--- config.mk ---
export PLATFORM = sky130hd
export DESIGN_NAME = rx_ctrl
export DESIGN_NICKNAME = d
export VERILOG_FILES = /design/src/rtl/rx_ctrl.sv
export SDC_FILE = /design/constraint.sdc
export NUM_CORES = 1
export LEC_CHECK = 0
export BUFFER_PORTS_ARGS = -buffer_cell sky130_fd_sc_hd__buf_2
export CAP_MARGIN = 40
export CORE_ASPECT_RATIO = 1.5
export CORE_MARGIN = 2
export CORE_UTILIZATION = 58
export DETAILED_ROUTE_END_ITERATION = 8
export GPL_TIMING_DRIVEN = 0
export PLACE_DENSITY = 0.8
export SYNTH_ARGS = -nofsm -noshare
export SYNTH_HDL_FRONTEND = slang
export SYNTH_SLANG_ARGS = --single-unit
--- constraint.sdc ---
create_clock -name clk -period 3.4 [get_ports clk]
set_input_delay 1.02 -clock clk [delete_from_list [all_inputs] [get_ports clk]]
set_output_delay 1.02 -clock clk [all_outputs]
set_load 0.005 [all_outputs]
--- src/rtl/rx_ctrl.sv ---
`default_nettype none
// ============================================================================
// Module      : rx_ctrl
// Description : Decodes UART command bytes and turns them into vector-memory
//               loads (A/B) and one-hot operation commands with handshake.
// Revision    : 1.0 - initial release
// ============================================================================
module rx_ctrl #(
    parameter int N_ELEMENTS   = 1024,
    parameter int ADDR_W       = 10,
    parameter int BYTE_TIMEOUT = 1_000_000
) (
    input  logic              clk,
    input  logic              reset,
    input  logic [7:0]        rx_data,
    input  logic              rx_ready,
    input  logic              cmd_ack,
    output logic              wr_en_a,
    output logic              wr_en_b,
    output logic [ADDR_W-1:0] wr_addr,
    output logic [7:0]        wr_data,
    output logic              cmd_valid,
    output logic [5:0]        enables,
    output logic [1:0]        vec_loaded,
    output logic              rx_error
);

    localparam int                  C_CNT_W    = $clog2(BYTE_TIMEOUT + 1);
    localparam logic [ADDR_W-1:0]   C_LAST_IDX = ADDR_W'(N_ELEMENTS - 1);
    localparam logic [C_CNT_W-1:0]  C_CNT_LAST = C_CNT_W'(BYTE_TIMEOUT - 1);

    typedef enum logic [1:0] {
        S_IDLE   = 2'd0,
        S_LOAD_A = 2'd1,
        S_LOAD_B = 2'd2,
        S_ISSUE  = 2'd3
    } state_t;

    state_t              r_state_q,      w_state_d;
    logic [ADDR_W-1:0]   r_idx_q,        w_idx_d;
    logic [C_CNT_W-1:0]  r_idle_q,       w_idle_d;
    logic                r_wr_en_a_q,    w_wr_en_a_d;
    logic                r_wr_en_b_q,    w_wr_en_b_d;
    logic [ADDR_W-1:0]   r_wr_addr_q,    w_wr_addr_d;
    logic [7:0]          r_wr_data_q,    w_wr_data_d;
    logic                r_cmd_valid_q,  w_cmd_valid_d;
    logic [5:0]          r_enables_q,    w_enables_d;
    logic [1:0]          r_vec_loaded_q, w_vec_loaded_d;
    logic                r_rx_error_q,   w_rx_error_d;
    logic [2:0]          w_op;

    // Opcodes 0x03..0x08 map to enable bits 0..5 (3-bit wrap makes 0x08 -> 5)
    assign w_op = rx_data[2:0] - 3'd3;

    always_comb begin
        w_state_d      = r_state_q;
        w_idx_d        = r_idx_q;
        w_idle_d       = r_idle_q;
        w_wr_en_a_d    = 1'b0;
        w_wr_en_b_d    = 1'b0;
        w_wr_addr_d    = r_wr_addr_q;
        w_wr_data_d    = r_wr_data_q;
        w_cmd_valid_d  = r_cmd_valid_q;
        w_enables_d    = r_enables_q;
        w_vec_loaded_d = r_vec_loaded_q;
        w_rx_error_d   = 1'b0;

        case (r_state_q)
            S_IDLE: begin
                if (rx_ready) begin
                    case (rx_data)
                        8'h01: begin
                            w_state_d         = S_LOAD_A;
                            w_vec_loaded_d[0] = 1'b0;
                            w_idx_d           = '0;
                            w_idle_d          = '0;
                        end
                        8'h02: begin
                            w_state_d         = S_LOAD_B;
                            w_vec_loaded_d[1] = 1'b0;
                            w_idx_d           = '0;
                            w_idle_d          = '0;
                        end
                        8'h03, 8'h04, 8'h05, 8'h06, 8'h07, 8'h08: begin
                            if (r_vec_loaded_q == 2'b11) begin
                                w_state_d     = S_ISSUE;
                                w_cmd_valid_d = 1'b1;
                                w_enables_d   = 6'b000001 << w_op;
                            end else begin
                                w_rx_error_d  = 1'b1;
                            end
                        end
                        default: w_rx_error_d = 1'b1;
                    endcase
                end
            end

            S_LOAD_A, S_LOAD_B: begin
                if (rx_ready) begin
                    w_wr_en_a_d = (r_state_q == S_LOAD_A);
                    w_wr_en_b_d = (r_state_q == S_LOAD_B);
                    w_wr_addr_d = r_idx_q;
                    w_wr_data_d = rx_data;
                    w_idx_d     = r_idx_q + 1'b1;
                    w_idle_d    = '0;
                    if (r_idx_q == C_LAST_IDX) begin
                        if (r_state_q == S_LOAD_A) begin
                            w_vec_loaded_d[0] = 1'b1;
                        end else begin
                            w_vec_loaded_d[1] = 1'b1;
                        end
                        w_state_d = S_IDLE;
                    end
                end else if (r_idle_q == C_CNT_LAST) begin
                    // A byte arriving on the expiry cycle wins over the timeout
                    w_rx_error_d = 1'b1;
                    w_state_d    = S_IDLE;
                end else begin
                    w_idle_d = r_idle_q + 1'b1;
                end
            end

            S_ISSUE: begin
                if (rx_ready) begin
                    w_rx_error_d = 1'b1;
                end
                if (cmd_ack) begin
                    w_cmd_valid_d = 1'b0;
                    w_enables_d   = '0;
                    w_state_d     = S_IDLE;
                end
            end

            default: w_state_d = S_IDLE;
        endcase
    end

    always_ff @(posedge clk) begin
        if (reset) begin
            r_state_q      <= S_IDLE;
            r_idx_q        <= '0;
            r_idle_q       <= '0;
            r_wr_en_a_q    <= 1'b0;
            r_wr_en_b_q    <= 1'b0;
            r_wr_addr_q    <= '0;
            r_wr_data_q    <= '0;
            r_cmd_valid_q  <= 1'b0;
            r_enables_q    <= '0;
            r_vec_loaded_q <= '0;
            r_rx_error_q   <= 1'b0;
        end else begin
            r_state_q      <= w_state_d;
            r_idx_q        <= w_idx_d;
            r_idle_q       <= w_idle_d;
            r_wr_en_a_q    <= w_wr_en_a_d;
            r_wr_en_b_q    <= w_wr_en_b_d;
            r_wr_addr_q    <= w_wr_addr_d;
            r_wr_data_q    <= w_wr_data_d;
            r_cmd_valid_q  <= w_cmd_valid_d;
            r_enables_q    <= w_enables_d;
            r_vec_loaded_q <= w_vec_loaded_d;
            r_rx_error_q   <= w_rx_error_d;
        end
    end

    assign wr_en_a    = r_wr_en_a_q;
    assign wr_en_b    = r_wr_en_b_q;
    assign wr_addr    = r_wr_addr_q;
    assign wr_data    = r_wr_data_q;
    assign cmd_valid  = r_cmd_valid_q;
    assign enables    = r_enables_q;
    assign vec_loaded = r_vec_loaded_q;
    assign rx_error   = r_rx_error_q;

endmodule
`default_nettype wire

Word level (Yosys, flattened, before mapping)
Cells that the tools add are included.
Widths: inputs -> output; s select.
- flip-flop bits (word level): 62
- bits of input ports: 12
- add/subtract/negate cells: 3
- eq/ne operators: 30
- shifts and indexed selects: 1
- muxes and demuxes: 42
- bitwise operators: 2
- reductions and logical operators: 14
- operators with widths (operator ; count):
    $mux 20 ; 4
    $pmux 20 s2 ; 1
    $eq 8x3->1 const B ; 4
    $mux 10 ; 3
    $mux 6 ; 4
    $add 20x1->20 const B ; 1
    $eq 20x20->1 const B ; 1
    $pmux 10 s2 ; 1
    $mux 2 ; 9
    $reduce_and 6->1 ; 3
    $eq 8x2->1 const B ; 2
    $ne 2x2->1 const B ; 8
    $mux 1 ; 13
    $ne 3x3->1 const B ; 4
    $pmux 2 s3 ; 2
    $pmux 6 s2 ; 1
    $add 10x1->10 const B ; 1
    $eq 10x10->1 const B ; 1
    $eq 8x1->1 const B ; 1
    $eq 8x4->1 const B ; 1
    $reduce_and 4->1 ; 2
    $eq 2x2->1 const B ; 3
    $ne 2x1->1 const B ; 3
    $reduce_or 6->1 ; 1
    14 further kinds ; 18

Logic depth before layout (Yosys ltp)
- word-level depth: 6
- gate-level depth with buffers: 9
- depth with buffers taken out: 7

Least setup slack after synthesis
No wires, ideal clock.
- path type: input to register
- start point: input port rx_data[4]
- end point: register r_idle_q[10]
- library setup time: 0.072 ns
- data arrival time: 2.859 ns
- data required time: 3.328 ns
- setup slack: 0.469 ns
- cell stages on the path: 7
- buffers on the path: 2
- cell sequence: or4_4 buf_6 nor4b_4 nor2_4 buf_6 nor4_1 mux2i_1
- word-level cells in the longest chain between the ends: 4
- elaborated cells between the ends (all ways): 5
- classes of those cells: eq/ne: 3; reduce/logical: 2
- RTL lines (item ; line ; text):
    from (decl) ; 15 ; input logic [7:0] rx_data,
    $eq 8x2->1 / $eq 8x1->1 (equally long branches) ; 71 ; case (rx_data)
    $reduce_or 2->1 (no line) (*) ; - ;
    $ne 2x2->1 (no line) (*) ; - ;
    $reduce_and 4->1 (no line) (*) ; - ;
    to (signal assigned) ; 154 ; r_idle_q <= w_idle_d;
    to (decl) ; 41 ; logic [C_CNT_W-1:0] r_idle_q, w_idle_d;
Every way passes the cells marked *; elsewhere a longest branch is shown, timed or not.
A chain may end at the register's enable or synchronous reset.

Worst setup path after layout
- start point: input port rx_data[4]
- end point: register r_idx_q[8]
- word-level cells in the longest chain between the ends: 4
- elaborated cells between the ends (all ways): 5
- classes of those cells: eq/ne: 3; reduce/logical: 2
- RTL lines (item ; line ; text):
    $eq 8x2->1 / $eq 8x1->1 (equally long branches) ; 71 ;
    $reduce_or 2->1 (no line) (*) ; - ;
    $ne 2x2->1 (no line) (*) ; - ;
    $reduce_and 4->1 (no line) (*) ; - ;
    to (signal assigned) ; 153 ; r_idx_q <= w_idx_d;
    to (decl) ; 40 ; logic [ADDR_W-1:0] r_idx_q, w_idx_d;
Marked as above.

==> reports/results.tsv <==
stage	metric	value	unit
detailed_routing	drtIter0Drc	219	
power	p_comb_frac	0.050	
critical_path	path_max_fanout	10	
timing	period_needed	2920	ps
synthesis	ys_top_cells_by_count	nand2_1 (65), dfxtp_1 (62), a21oi_1 (30), nand3_1 (20), nor2_1 (17)	
critical_path	path_class	in -> reg	
synthesis	syn_inst	390	
synthesis	synth-edff-count	0	
cells_and_area	diodes	0	
synthesis	yosysMostFrequentCell	nand2_1	
place	dp.cells	498	
synthesis	synth_top_cell_by_area	dfxtp_1	
critical_path	start_kind	input port	
run	cap_violations	0	
global_routing	grt_first_pass_wirelength	13000	µm
cells_and_area	areaGrowthSynthToFinish	15.3	%
die	initial_core_util	0.597	
detailed_routing	ant_nets	0	
power	power.density	407	nW/µm²
power	swShare	0.234	
detailed_routing	totalWireLength	7970	µm
cells_and_area	stdcell_count	514	
clock_tree	clk_pin_slew	80	ps
synthesis	synth_xor_area_frac	0.0269	
die	die_y	95.8	µm
place	io_buffer_count	38	
global_routing	grt_pass1_vias	2895	
cells_and_area	final_cell_area	3750	µm²
clock_tree	clk_path_buf_depth	2	
synthesis	synth_fa_ha_area_frac	0.0269	
timing	slew_headroom	0.439	
cells_and_area	drive_gt1_frac	0.173	
synthesis	synth_nets	409	
die	rows	33	
critical_path	rrSetupSlack	930	ps
synthesis	avgSynthCellArea	8.35	µm²
place	placed_area	3530	µm²
power	pwr-share-clk	0.473	
place	hpwl	5710	µm
synthesis	muxShareOfSynthArea	0.0496	
synthesis	async_flop_share	0	
timing	rsz0062_at_grt	false	
synthesis	ys_seq_elements	62	
timing	fin_crit_sh	0.858	
power	intPower	1.17	mW
global_routing	antenna_found_initial	0	
synthesis	synth-seq-area-share	0.381	
clock_tree	cts_hold_buf	0	
clock_tree	clock_latency	340	ps
synthesis	synth_top_family_by_area	simple AND/OR/NAND/NOR gates	
clock_tree	h-tree-depth	3	
detailed_routing	via_per_inst	5.98	
timing	worstMarginPinSlew	831	ps
power	p_leak	1.38	nW
clock_tree	cts_tree	done	
global_routing	grt_max_degree	13	
clock_tree	cts_resized	0	
place	gp_congestion	0.890	
synthesis	synth-simple-area-share	0.321	
timing	clock_skew	6.41	ps
die	core	5450	µm²
timing	maxSlewViolCount	0	
detailed_routing	drc_errors	0	
die	die_w	65.2	µm
run_status	status	complete, no violations	
die	io_pins	42	
synthesis	synth_area_leaders	dfxtp_1 (38%), nand2_1 (7.5%), a21oi_1 (4.6%)	
critical_path	cp.required	3630	ps
die	die_area	6240	µm²
timing	finalSetupViolations	0	
synthesis	synth_flop_cell	dfxtp_1	
detailed_routing	vias	3076	
power	power_frac_seq	0.477	
timing	max_freq	0.343	GHz
power	vdd_drop_max	0.328	mV
critical_path	cp_data_arrival_time	3140	ps
clock_tree	cts_setup_buffers	0	
synthesis	synth_area	3260	µm²
global_routing	overflow	0	
clock_tree	cts_made_buffers	9	
timing	hold_violations	0	
clock_tree	cts_sinks	62	
critical_path	endpoint_kind	flop	
timing	final.setup.tns	0	ps
detailed_routing	drt-wirelength-per-cell	15.5	µm
clock_tree	cts_root_buffer	clkbuf_8	
detailed_routing	dr.pass1.iters	4	
synthesis	synth_warnings	0	
min_path	min_path_type	reg -> reg	
power	p_sw	0.357	mW
cells_and_area	nets	458	
synthesis	synth_cell_types	56	
synthesis	synth_compound_area_frac	0.134	
global_routing	grt_use_total	0.272	
synthesis	synth_top_area_share	0.381	
final timing paths:
| path | start | to | cells after the start |
|---|---|---|---|
| worst max-delay path | rx_data[4] | r_idx_q[8]$_SDFFE_PP0P_ | 6 |
| worst min register to register | wr_addr[3]$_SDFFE_PP0P_ | wr_addr[3]$_SDFFE_PP0P_ | 2 |
| worst min-delay path | wr_addr[3]$_SDFFE_PP0P_ | wr_addr[3]$_SDFFE_PP0P_ | 2 |
| worst max register to register | r_state_q[0]$_SDFFE_PP0P_ | r_idle_q[18]$_SDFFE_PP0P_ | 8 |
state kept, by name, summed over array words and instances (netlist names):
register / count
wr_en_a: 1
r_idle_q: 20
wr_en_b: 1
enables: 6
vec_loaded: 2
r_idx_q: 10
rx_error: 1
cmd_valid: 1
wr_data: 8
wr_addr: 10
r_state_q: 2
final cells by class:
type | instances | area (µm²)
Multi-Input combinational cell | 298 | 1820
Clock buffer | 9 | 124
Inverter | 6 | 22.5
Timing Repair Buffer | 38 | 190
Fill cell | 461 | 1700
Tap cell | 70 | 87.6
Buffer | 24 | 175
Clock inverter | 7 | 97.6
Sequential cell | 62 | 1240
power groups by stage:
stage | Clock (mW) | Combinational [mW] | Sequential [mW]
finish | 0.722 | 0.0765 | 0.728
global route | 0.762 | 0.0845 | 0.728
floorplan | 0 | 0.0523 | 0.744
global placement | 0 | 0.0745 | 0.744
detailed placement | 0 | 0.0758 | 0.745
CTS | 0.737 | 0.0762 | 0.728
critical path: stages:
cell	delay [ps]
buf_2	110
nor4_1	710
a41oi_1	540
nor4_1	530
xnor2_1	170
nor2_1	50
stage by stage:
stage | utilization | setup slack, ps | hold slack [ps] | power [mW]
detailed placement | 0.648 | 147 | 444 | 0.820
finish | 0.689 | 484 | 451 | 1.53
CTS | 0.689 | 508 | 454 | 1.54
global placement | 0.648 | 178 | 440 | 0.819
floorplan | - | 469 | 439 | 0.797
global route | 0.689 | 374 | 474 | 1.57
routing by layer:
metal	GRT usage	up-vias	wire, µm
met5	0	-	0
met3	0.0608	17	379
met4	0.163	0	234
met1	0.290	1446	3190
li1	-	1516	-
met2	0.483	97	4160
logic make-up after synthesis:
| kind of cell | after synthesis |
|---|---|
| AND/OR/NAND/NOR | 196 |
| AO/OA/AOI/OAI | 69 |
| flip-flops | 62 |
| buffers and inverters | 30 |
| multiplexers | 16 |
| XOR/XNOR | 10 |
| adder cells (fa/ha/maj) | 7 |
cells in the final DEF (no fill, tap or decap), types with 3 or more instances in the layout:
cell type	instances
a41oi_1	3
nand2b_1	3
a21oi_1	30
and4_1	3
nor3_1	14
clkbuf_8	16
nand4_1	12
nor4b_1	4
inv_1	6
o21ai_0	13
ha_1	7
mux2i_1	15
and2_1	3
dfxtp_1	62
nand2_1	65
nor2b_1	4
or3_2	4
o31ai_1	3
clkbuf_1	14
xnor2_1	9
nor4_1	16
or4_1	4
and3_1	3
or3_1	12
buf_2	38
nand3_1	20
nor2_1	17
Power figures use the tool's default switching activity.
